## config.mk

```make
export PLATFORM = sky130hd
export DESIGN_NAME = regop_sequencer
export DESIGN_NICKNAME = d
export VERILOG_FILES = /design/src/rtl/regop_sequencer.sv
export SDC_FILE = /design/constraint.sdc
export NUM_CORES = 1
export LEC_CHECK = 0
export CORE_MARGIN = 5
export CORE_UTILIZATION = 57
export DETAILED_ROUTE_END_ITERATION = 10
export GPL_ROUTABILITY_DRIVEN = 1
export PLACE_DENSITY = 0.85
export SYNTH_ARGS = -nofsm -noshare
export SYNTH_HDL_FRONTEND = slang
export SYNTH_SLANG_ARGS = --single-unit
```

## constraint.sdc

```tcl
create_clock -name clk -period 7 [get_ports clk]
set_clock_uncertainty 0.2 [all_clocks]
set_input_delay 1.4 -clock clk [delete_from_list [all_inputs] [get_ports clk]]
set_output_delay 1.4 -clock clk [all_outputs]
set_load 0.05 [all_outputs]
```

## src/rtl/regop_sequencer.sv

```systemverilog
// Expands one high-level register command (CLR/INC/DEC/LOAD*) into a timed
// sequence of E/FunSel/I cycles for a 32-bit datapath register.
module regop_sequencer #(
    parameter int CNT_W = 8
) (
    input  logic             clk,
    input  logic             rst,
    input  logic             req_valid,
    output logic             req_ready,
    input  logic [2:0]       req_op,
    input  logic [31:0]      req_data,
    input  logic [CNT_W-1:0] req_count,
    input  logic             abort,
    output logic             reg_E,
    output logic [2:0]       reg_FunSel,
    output logic [15:0]      reg_I,
    output logic             busy,
    output logic             done,
    output logic             err
);

    // state | meaning
    // IDLE  | waiting for a command; drives E=0, FunSel=000, I=0
    // EXEC  | one register step per cycle, cnt_q = steps left after this one
    typedef enum logic {IDLE, EXEC} state_t;

    localparam logic [2:0] OP_CLR    = 3'b000;
    localparam logic [2:0] OP_INC    = 3'b001;
    localparam logic [2:0] OP_DEC    = 3'b010;
    localparam logic [2:0] OP_LOAD16 = 3'b011;
    localparam logic [2:0] OP_SEXT16 = 3'b100;
    localparam logic [2:0] OP_LOAD32 = 3'b101;
    localparam logic [2:0] OP_LOAD8  = 3'b110;

    state_t           state_q;
    logic [2:0]       op_q;
    logic [31:0]      data_q;
    logic [CNT_W-1:0] cnt_q;
    logic             e_q, busy_q, done_q, err_q;
    logic [2:0]       funsel_q;
    logic [15:0]      i_q;

    logic [CNT_W-1:0] n_req;
    logic [2:0]       sel_op;
    logic [31:0]      sel_data;
    logic [CNT_W-1:0] sel_rem;
    logic [2:0]       funsel_d;
    logic [15:0]      i_d;
    logic [7:0]       byte_d;

    assign req_ready  = (state_q == IDLE) && !rst;
    assign reg_E      = e_q;
    assign reg_FunSel = funsel_q;
    assign reg_I      = i_q;
    assign busy       = busy_q;
    assign done       = done_q;
    assign err        = err_q;

    always_comb begin
        n_req = '0;
        case (req_op)
            OP_CLR, OP_LOAD16, OP_SEXT16, OP_LOAD8: n_req = CNT_W'(1);
            OP_INC, OP_DEC:                         n_req = req_count;
            OP_LOAD32:                              n_req = CNT_W'(4);
            default:                                n_req = '0;
        endcase
    end

    // The step about to be driven comes from the live request when accepting,
    // otherwise from the latched command; sel_rem is steps left after it.
    always_comb begin
        sel_op   = (state_q == IDLE) ? req_op   : op_q;
        sel_data = (state_q == IDLE) ? req_data : data_q;
        sel_rem  = (state_q == IDLE) ? n_req - CNT_W'(1) : cnt_q - CNT_W'(1);
        byte_d   = '0;
        case (sel_rem[1:0])
            2'd3:    byte_d = sel_data[31:24];
            2'd2:    byte_d = sel_data[23:16];
            2'd1:    byte_d = sel_data[15:8];
            default: byte_d = sel_data[7:0];
        endcase
        funsel_d = 3'b000;
        i_d      = '0;
        case (sel_op)
            OP_CLR:    funsel_d = 3'b011;
            OP_INC:    funsel_d = 3'b001;
            OP_DEC:    funsel_d = 3'b000;
            OP_LOAD16: begin funsel_d = 3'b010; i_d = sel_data[15:0]; end
            OP_SEXT16: begin funsel_d = 3'b111; i_d = sel_data[15:0]; end
            OP_LOAD32: begin funsel_d = 3'b110; i_d = {8'h00, byte_d}; end
            OP_LOAD8:  begin funsel_d = 3'b100; i_d = {8'h00, sel_data[7:0]}; end
            default:   begin funsel_d = 3'b000; i_d = '0; end
        endcase
    end

    always_ff @(posedge clk or posedge rst) begin
        if (rst) begin
            state_q  <= IDLE;
            op_q     <= '0;
            data_q   <= '0;
            cnt_q    <= '0;
            e_q      <= 1'b0;
            funsel_q <= '0;
            i_q      <= '0;
            busy_q   <= 1'b0;
            done_q   <= 1'b0;
            err_q    <= 1'b0;
        end else begin
            e_q      <= 1'b0;
            funsel_q <= '0;
            i_q      <= '0;
            busy_q   <= 1'b0;
            done_q   <= 1'b0;
            err_q    <= 1'b0;
            case (state_q)
                IDLE: begin
                    if (req_valid) begin
                        op_q   <= req_op;
                        data_q <= req_data;
                        if (n_req == '0) begin
                            done_q <= 1'b1;
                            err_q  <= (req_op == 3'b111);
                        end else begin
                            state_q  <= EXEC;
                            cnt_q    <= n_req - CNT_W'(1);
                            e_q      <= 1'b1;
                            funsel_q <= funsel_d;
                            i_q      <= i_d;
                            busy_q   <= 1'b1;
                        end
                    end
                end
                EXEC: begin
                    // Abort only counts as an error if steps were actually cut off.
                    if (cnt_q == '0 || abort) begin
                        state_q <= IDLE;
                        done_q  <= 1'b1;
                        err_q   <= (cnt_q != '0);
                        cnt_q   <= '0;
                    end else begin
                        cnt_q    <= cnt_q - CNT_W'(1);
                        e_q      <= 1'b1;
                        funsel_q <= funsel_d;
                        i_q      <= i_d;
                        busy_q   <= 1'b1;
                    end
                end
                default: state_q <= IDLE;
            endcase
        end
    end

endmodule
```

# Word-level counts from Yosys, hierarchy flattened
# Index checks and enable logic that the tools add are counted.
dict set report word_totals {
  register_bits 65
  elab_cells 72
}
dict set report op_classes {
  add_sub_neg 2
  eq_ne 17
  n_mux 31
  n_bitwise 1
  n_reduce_logical 13
}
# op count
set ops {}
lappend ops {{2-to-1 mux 16 bit} 3}
lappend ops {{one-hot mux 16 bit (3 select lines)} 1}
lappend ops {{one-hot mux 8 bit (3 select lines)} 2}
lappend ops {{2-to-1 mux 32 bit} 1}
lappend ops {{one-hot mux 16 bit (2 select lines)} 1}
lappend ops {{2-to-1 mux 8 bit} 3}
lappend ops {{equality test 3 bit, second input constant} 7}
lappend ops {{one-hot mux 3 bit (6 select lines)} 1}
lappend ops {{zero test 8 bit} 2}
lappend ops {{one-hot mux 8 bit (2 select lines)} 1}
lappend ops {{subtractor 8 x 1 -> 8 bit, second input constant} 2}
lappend ops {{2-to-1 mux 3 bit} 4}
lappend ops {{equality test 3 x 2 -> 1 bit, second input constant} 3}
lappend ops {{2-to-1 mux 1 bit} 9}
lappend ops {{nonzero test 8 bit} 1}
lappend ops {{equality test 3 x 1 -> 1 bit, second input constant} 2}
lappend ops {{zero test 3 bit} 2}
lappend ops {{one-hot mux 1 bit (2 select lines)} 3}
lappend ops {{one-hot mux 3 bit (2 select lines)} 1}
lappend ops {{equality test 2 bit, second input constant} 2}
lappend ops {{inequality test 2 bit, second input constant} 2}
lappend ops {{AND reduction 2 bit} 2}
lappend ops {{OR reduction 2 bit} 2}
lappend ops {{OR reduction 4 bit} 1}
lappend ops {{other kinds (6)} 6}

# Longest topological paths before layout
# Gate-level depths: netlist (run 1).
dict set report depth {
  ltp_word 11
  ltp_mapped 11
  mapped_depth_nobuf 9
}

# Worst setup path after synthesis (run 1)
# OpenSTA, ideal clock, no wires.
dict set report synth_path {
  path_type {reg2out}
  startpoint {register busy (netlist name)}
  endpoint {output port req_ready}
  arrival_ns 2.160
  required_time_ns 5.400
  setup_slack_ns 3.240
  stages_incl_launch_ff 7
  cell_sequence {dfrtp_1 buf_2 buf_4 buf_4 buf_4 buf_2 nor2_1}
}
# item line
set synth_rtl {}
lappend synth_rtl {{end: declaration} 9} ;# output logic req_ready,

# Worst setup path after layout (run 1)
dict set report layout_path {
  startpoint {input port req_op[0]}
  endpoint {register i_q[5] (netlist: reg_I[5])}
}
dict set report layout_between {
  elab_chain_len 11
}
# item line
set layout_rtl {}
lappend layout_rtl {{start: declaration} 10} ;# input logic [2:0] req_op,
lappend layout_rtl {{equality test 3 x 2 -> 1 bit, or another cell as far along} 61} ;# case (req_op)
lappend layout_rtl {{OR reduction 4 bit / OR reduction 2 bit (equally long branches)} 61}
lappend layout_rtl {{one-hot mux 8 bit (3 select lines)} 61}
lappend layout_rtl {{subtractor 8 x 1 -> 8 bit} n/a}
lappend layout_rtl {{2-to-1 mux 2 bit} 74} ;# sel_rem = (state_q == IDLE) ? n_req - CNT_W'(1) : cnt_q - CNT_W'(1);
lappend layout_rtl {{equality test 2 x 1 -> 1 bit / equality test 2 bit (equally long branches)} 76} ;# case (sel_rem[1:0])
lappend layout_rtl {{one-hot mux 8 bit (3 select lines)} 76}
lappend layout_rtl {{one-hot mux 16 bit (3 select lines)} 84} ;# case (sel_op)
lappend layout_rtl {{2-to-1 mux 16 bit} 120} ;# if (n_req == '0) begin
lappend layout_rtl {{2-to-1 mux 16 bit} 117} ;# if (req_valid) begin
lappend layout_rtl {{one-hot mux 16 bit (2 select lines) (*)} 115} ;# case (state_q)
lappend layout_rtl {{end signal: assignment} 128} ;# i_q <= i_d;
lappend layout_rtl {{end signal: assignment} 144} ;# i_q <= i_d;
lappend layout_rtl {{end: declaration} 41} ;# logic [15:0] i_q;
# Every way passes the cells marked *; elsewhere a longest branch is shown, timed or not.
# A chain may end at the register's enable or synchronous reset.

==> metrics, run 1 <==
MaxCap Viol Count 0; share of layout cells above drive strength 1 20.0%; Die W 92.0 um; worst slew pin tran 1.27 ns; Crit path arrival time 4.53 ns; DR vias 3,192; clk root buf clkbuf_8; clock tree buffer depth 2; Num Clock Sinks 65; Synth warnings 0; DP Worst Slack 2.20 ns; fin crit share 64.7%; wirelength, routed 9460 um; # diodes 0; status finished, final reports clean; top_reg_cell synth dfrtp_1; endpoints failing setup 0; HP Class register to register; row count 29; HP Start data_q[8]; Crit Path Category input port to register; TNS Setup 0 ns; routability cong. 0.980; largest net degree at the start of global routing 66; CTS Hold Buffers Added 0; Clock Pin Slew Worst Setup and Hold Paths 0.07 ns; Synthesized Nets 409; clock latency on the worst-skew pair 0.35 ns; # IOs 71; Final Hold Fails 0; Async SR Flop Fraction 100%; WHS Path Cells 1; R2R Setup Slk 4.00 ns; CTS Buf Count 9; vias in the first global route 3,166; first-pass GRT wire length 15,600 um; final worst slack 2.47 ns; Slew headroom 15.1%; core area 6460 um2; Worst setup EP type register; Vias/cell 6.35; DP HPWL 6630 um; min cycle time layout 4.53 ns; highest clock rate 0.221 GHz; DIE HEIGHT 92.0 um; crit start category input port; Remaining DRCs 0; Die ar. 8460 um2; register area share after synthesis 42.5%; fin. max-slew vios 0; Yosys cell types 61; Critical Path RT 7.01 ns; # nets final 472; Reg2Reg Depth 6; synthesized area 3830 um2; Reg2Reg Capture Point reg_I[0]; power per cell area 446 nW/um2; Leak 1.94 nW; CTS tree yes; PortBufs 70; Global Route Usage Sum 23.2%; area growth from synthesis to layout 23.5%; number of DRC markers in iteration 0 202; RSZ-0062 raised after global routing false; Hold Crit Endpoint data_q[8]; initial antenna violation count 0; total gr overflow 0; drt first pass iters 5; DRT antenna net count 0; H-tree levels 3; cells after synthesis 358; post-CTS setup buffers 0; Reg-to-Reg Start busy; Resize count post-CTS 0; maximum vdd drop 0.242 mV; Critical Path Fanout Max 17; Initial Util 59.3%; final hold slack 0.305 ns; Yosys reg bits 65; Routed WL per cell 18.8 um; Post-synth EDFFs 0; average size of a mapped cell 10.7 um2
placed cells by master, fill, tap and decap left out, types with 3 or more instances in the layout:
| master | n |
|---|---|
| clkdlybuf4s50_1 | 70 |
| dfrtp_1 | 64 |
| mux2_2 | 52 |
| nand2_1 | 23 |
| mux2i_1 | 21 |
| nor2_1 | 19 |
| o21ai_0 | 17 |
| a21oi_1 | 12 |
| inv_1 | 10 |
| a211oi_1 | 10 |
| clkbuf_8 | 10 |
| nor4_1 | 8 |
| nor3_1 | 7 |
| nor2b_1 | 7 |
| a2111oi_0 | 5 |
| o221ai_1 | 5 |
| nand3_1 | 4 |
| nand2b_1 | 4 |
| o22ai_1 | 4 |
| o2111ai_1 | 4 |
| o22a_1 | 4 |
| ha_1 | 4 |
| xnor2_1 | 3 |
| a21o_1 | 3 |
| a32oi_1 | 3 |
| buf_4 | 3 |
final cells by class:
class | instances | area [um2]
Tap cell | 77 | 96.3
Multi-Input combinational cell | 260 | 2040
Sequential cell | 65 | 1630
Fill cell | 473 | 1730
Timing Repair Buffer | 73 | 723
Inverter | 12 | 45.0
Clock inverter | 5 | 55.1
Clock buffer | 11 | 141
power by group:
part           total (mW)  internal (mW)  switching [mW]
clock network       0.323          0.173           0.150
registers           0.636          0.540          0.0955
logic                1.15          0.474           0.677
total                2.11           1.19           0.922
cell families after synthesis:
kind of cell / count (synthesis) / synth area share (%)
AND/OR/NAND/NOR: 90 / 12.8
AO/OA/AOI/OAI: 89 / 17.4
multiplexers: 73 / 20.8
flip-flops: 65 / 42.5
buffers and inverters: 33 / 4.31
XOR/XNOR: 4 / 0.915
adder cells (fa/ha/maj): 4 / 1.31
Yosys cell counts (all sizes together), types with 4 or more instances:
cell type | number | area share, %
o2111ai | 4 | 0.91
nor3 | 8 | 1.2
buf | 17 | 2.7
o22a | 5 | 1.4
o22ai | 4 | 0.65
nor2 | 19 | 1.9
mux2 | 52 | 15
a2111oi | 5 | 1.1
clkbuf | 4 | 0.39
nand2 | 24 | 2.4
nand2b | 4 | 0.65
a211oi | 10 | 2.0
nand3 | 5 | 0.78
o21ai | 19 | 2.5
ha | 4 | 1.3
inv | 11 | 1.1
nor4 | 8 | 1.3
o221ai | 6 | 1.5
nor2b | 8 | 1.3
dfrtp | 65 | 42
a21oi | 12 | 1.6
mux2i | 21 | 5.5
state kept, by name (all words and copies together), names as in the netlist:
signal and cells:
op_q 3, reg_FunSel 3, done 1, busy 1
data_q 32, cnt_q 8, err 1, reg_I 16
worst max-delay path by stage:
stage / slack (ns) / endpoint / from / cells past startpoint
global route: 2.26 / reg_I[1] / req_op[0] / 10
finish: 2.47 / reg_I[5] / req_op[0] / 10
floorplan: 3.24 / req_ready / busy / 6
global placement: 2.34 / reg_I[0] / req_op[0] / 10
detailed placement: 2.20 / reg_I[5] / req_op[0] / 10
CTS: 2.56 / reg_I[5] / req_op[0] / 10
critical path, cell delays in order:
cell and delay, ns:
clkdlybuf4s50_1 0.90, xnor2_1 0.22, nor2_1 0.25, nand2_1 0.14, ha_1 0.44, mux2_2 0.39
a211oi_1 0.28, o21ai_0 0.16, a32oi_1 0.27, a211oi_1 0.07
per-layer routing:
layer / track usage [%] / routed length (um) / vias to the layer above
met5: 0 / 0 / -
met4: 11.3 / 263 / 0
met3: 4.83 / 620 / 30
met2: 38.7 / 4660 / 138
met1: 28.6 / 3910 / 1541
li1: - / - / 1483
per-stage QoR:
stage | instances | utilization, % | power, mW | instance area, um2
detailed placement | 487 | 70.2 | 1.78 | 4530
global placement | 487 | 70.2 | 1.75 | 4530
finish | 503 | 73.2 | 2.11 | 4730
floorplan | 358 | - | 1.49 | 3830
CTS | 503 | 73.2 | 2.11 | 4730
global route | 503 | 73.2 | 2.24 | 4730
(Power assumes the default switching activity.)
==> run 2: changes to the inputs <==
Settings changed: CORE_UTILIZATION 57 to 53, PLACE_DENSITY 0.85 to 0.8.
Clock period 7 ns to 4.6 ns, I/O delays scaled along.
==> run 2 against run 1 <==
Hold slack improved by 0.00075 ns. Non-clock buffer count is 5 higher. Count of clock-buffer cells in the layout stayed put. Core utilization fell by 6.3 points. Critical path depth unchanged. Wire length grew 5.0%. Combinational power increased by 52%. Sequential cell count stayed put. Largest power group unchanged.
==> metrics, run 2 (synthesis gave the netlist of run 1 again) <==
status finished, final reports clean; DP HPWL 7190 um (+8.4%); Routed WL per cell 18.7 um (-0.34%); row count 31 (+6.9%); Resize count post-CTS 0 (unchanged); DRT antenna net count 0 (unchanged); power per cell area 667 nW/um2 (+50%); Placed Area 4600 um2 (+1.4%); DIE HEIGHT 95.0 um (+3.3%); Crit Path Category input port to register; commonest non-fill, non-tap cell in the layout clkdlybuf4s50_1; fin. max-slew vios 0 (unchanged); HP Class register to register; share of layout cells above drive strength 1 21.1% (+1.2 points); max reg flops 32 (unchanged); PortBufs 70 (unchanged); crit start category input port; Global Route Usage Sum 23.9% (+0.71 points); CTS tree yes; Critical Path Fanout Max 9 (-8); Final Hold Fails 0 (unchanged); post-CTS setup buffers 0 (unchanged); most frequent cells in the layout 70 x clkdlybuf4s50_1, 64 x dfrtp_1, 52 x mux2_2, 23 x nand2_1, 21 x mux2i_1; first-pass GRT wire length 16,600 um (+5.9%); CTS Hold Buffers Added 0 (unchanged); number of DRC markers in iteration 0 163 (-19%); Initial Util 53.6% (-5.6 points); Remaining DRCs 0 (unchanged); Crit path largest cell delay 0.69 ns (-0.21 ns); Worst setup EP type register; filler instances 583 (+23%); TNS Setup 0 ns (unchanged); vias in the first global route 3,328 (+5.1%); Crit path arrival time 3.84 ns (-0.69 ns); Design Area, Final 4770 um2 (+0.98%); MaxCap Viol Count 0 (unchanged); clk root buf clkbuf_8; drt first pass iters 5 (unchanged); fin crit share 83.3%; family with the most delay on the worst path compound AO/OA/AOI/OAI gates; highest clock rate 0.261 GHz; Top reg by flops data_q; initial antenna violation count 0 (unchanged); worst slew pin tran 0.978 ns (-0.288 ns); Buf+Inv Stages, Crit Path 2 (+1); # IOs 71 (unchanged); H-tree levels 3 (unchanged); core area 7140 um2 (+10%); Critical Path RT 4.61 ns (-2.40 ns); Vias/cell 6.09 (-4.0%); Die ar. 9020 um2 (+6.7%); register area 1630 um2 (unchanged); endpoints failing setup 0 (unchanged); slowest stage cell on the critical path clkdlybuf4s50_1; largest net degree at the start of global routing 47 (-29%); # nets final 477 (+1.1%); clock latency on the worst-skew pair 0.34 ns (about the same); routability cong. 0.880 (-10%); RSZ-0062 raised after global routing false; area growth from synthesis to layout 24.7%; Clock Pin Slew Worst Setup and Hold Paths 0.07 ns (about the same); most frequent CP cell a21oi_1; Die W 95.0 um (+3.3%); Slew headroom 34.7% (+20 points); clock tree buffer depth 2 (unchanged); maximum vdd drop 0.285 mV (+18%); CTS Buf Count 9 (unchanged); Leak 1.96 nW (+0.98%); wirelength, routed 9930 um (+5.0%); min cycle time layout 3.83 ns; # diodes 0 (unchanged); DR vias 3,229 (+1.2%); Num Clock Sinks 65 (unchanged); multi-input combinational cell area 2040 um2 (+0.25%); total gr overflow 0 (unchanged); CP Cell Sequence clkdlybuf4s50_1 > xnor2_1 > nor2_1 > nand2_1 > ha_1 > inv_1 > a2111oi_0 > a21oi_1 > o2111ai_1 > a21oi_1
run 2: final cells by class:
cell class,instances,share of cell area (%)
clock buffers,11,2.96
clock inverters,5,0.655
inverters,12,0.943
multi-input cells,260,42.8
flip-flops and latches,65,34.1
well taps,99,2.59
repair buffers,78,15.9
run 2: report_power, final:
group	total, mW	switching [mW]	leakage (nW)	internal, mW
Sequential	0.995	0.173	0.810	0.822
Clock	0.438	0.229	0.0891	0.209
Combinational	1.75	1.02	1.06	0.731
Total	3.19	1.42	1.96	1.76
run 2: path summary, 6_finish.rpt:
path,to,slack (ns),from,cells after the start
worst max-delay path,reg_I[4],0.77,req_op[1],10
min in group asynchronous,reg_FunSel[0],0.95,rst,2
worst max register to register,reg_I[6],1.63,busy,5
max in group asynchronous,data_q[22],2.53,rst,3
worst min register to register,data_q[0],0.31,data_q[0],1
worst min-delay path,data_q[0],0.31,data_q[0],1
run 2: stage by stage:
stage	cells	setup WS [ns]	power, mW	util (%)	hold WS (ns)
2_1_floorplan	358	1.32	2.27	-	0.271
3_3_place_gp	514	0.651	2.69	64.4	0.284
3_5_place_dp	514	0.531	2.74	64.4	0.294
4_1_cts	530	0.823	3.18	66.8	0.311
5_1_grt	530	0.617	3.39	66.9	0.334
6_report	530	0.768	3.19	66.9	0.306
run 2: worst reg2reg max path, stage by stage, from the launching register on:
cell and delay, ns:
dfrtp_2 0.63, buf_4 0.47, mux2_2 0.45, nor3_2 0.55, o211ai_2 0.32, a211oi_1 0.26
run 2: per-layer routing:
layer	up-vias	routed length, um	global-route usage, %	share of wire [%]
met2	120	4960	39.7	50
met3	23	511	3.98	5.1
met1	1599	4180	30.5	42
met5	-	0	0	0
li1	1487	-	-	-
met4	0	271	10.8	2.7
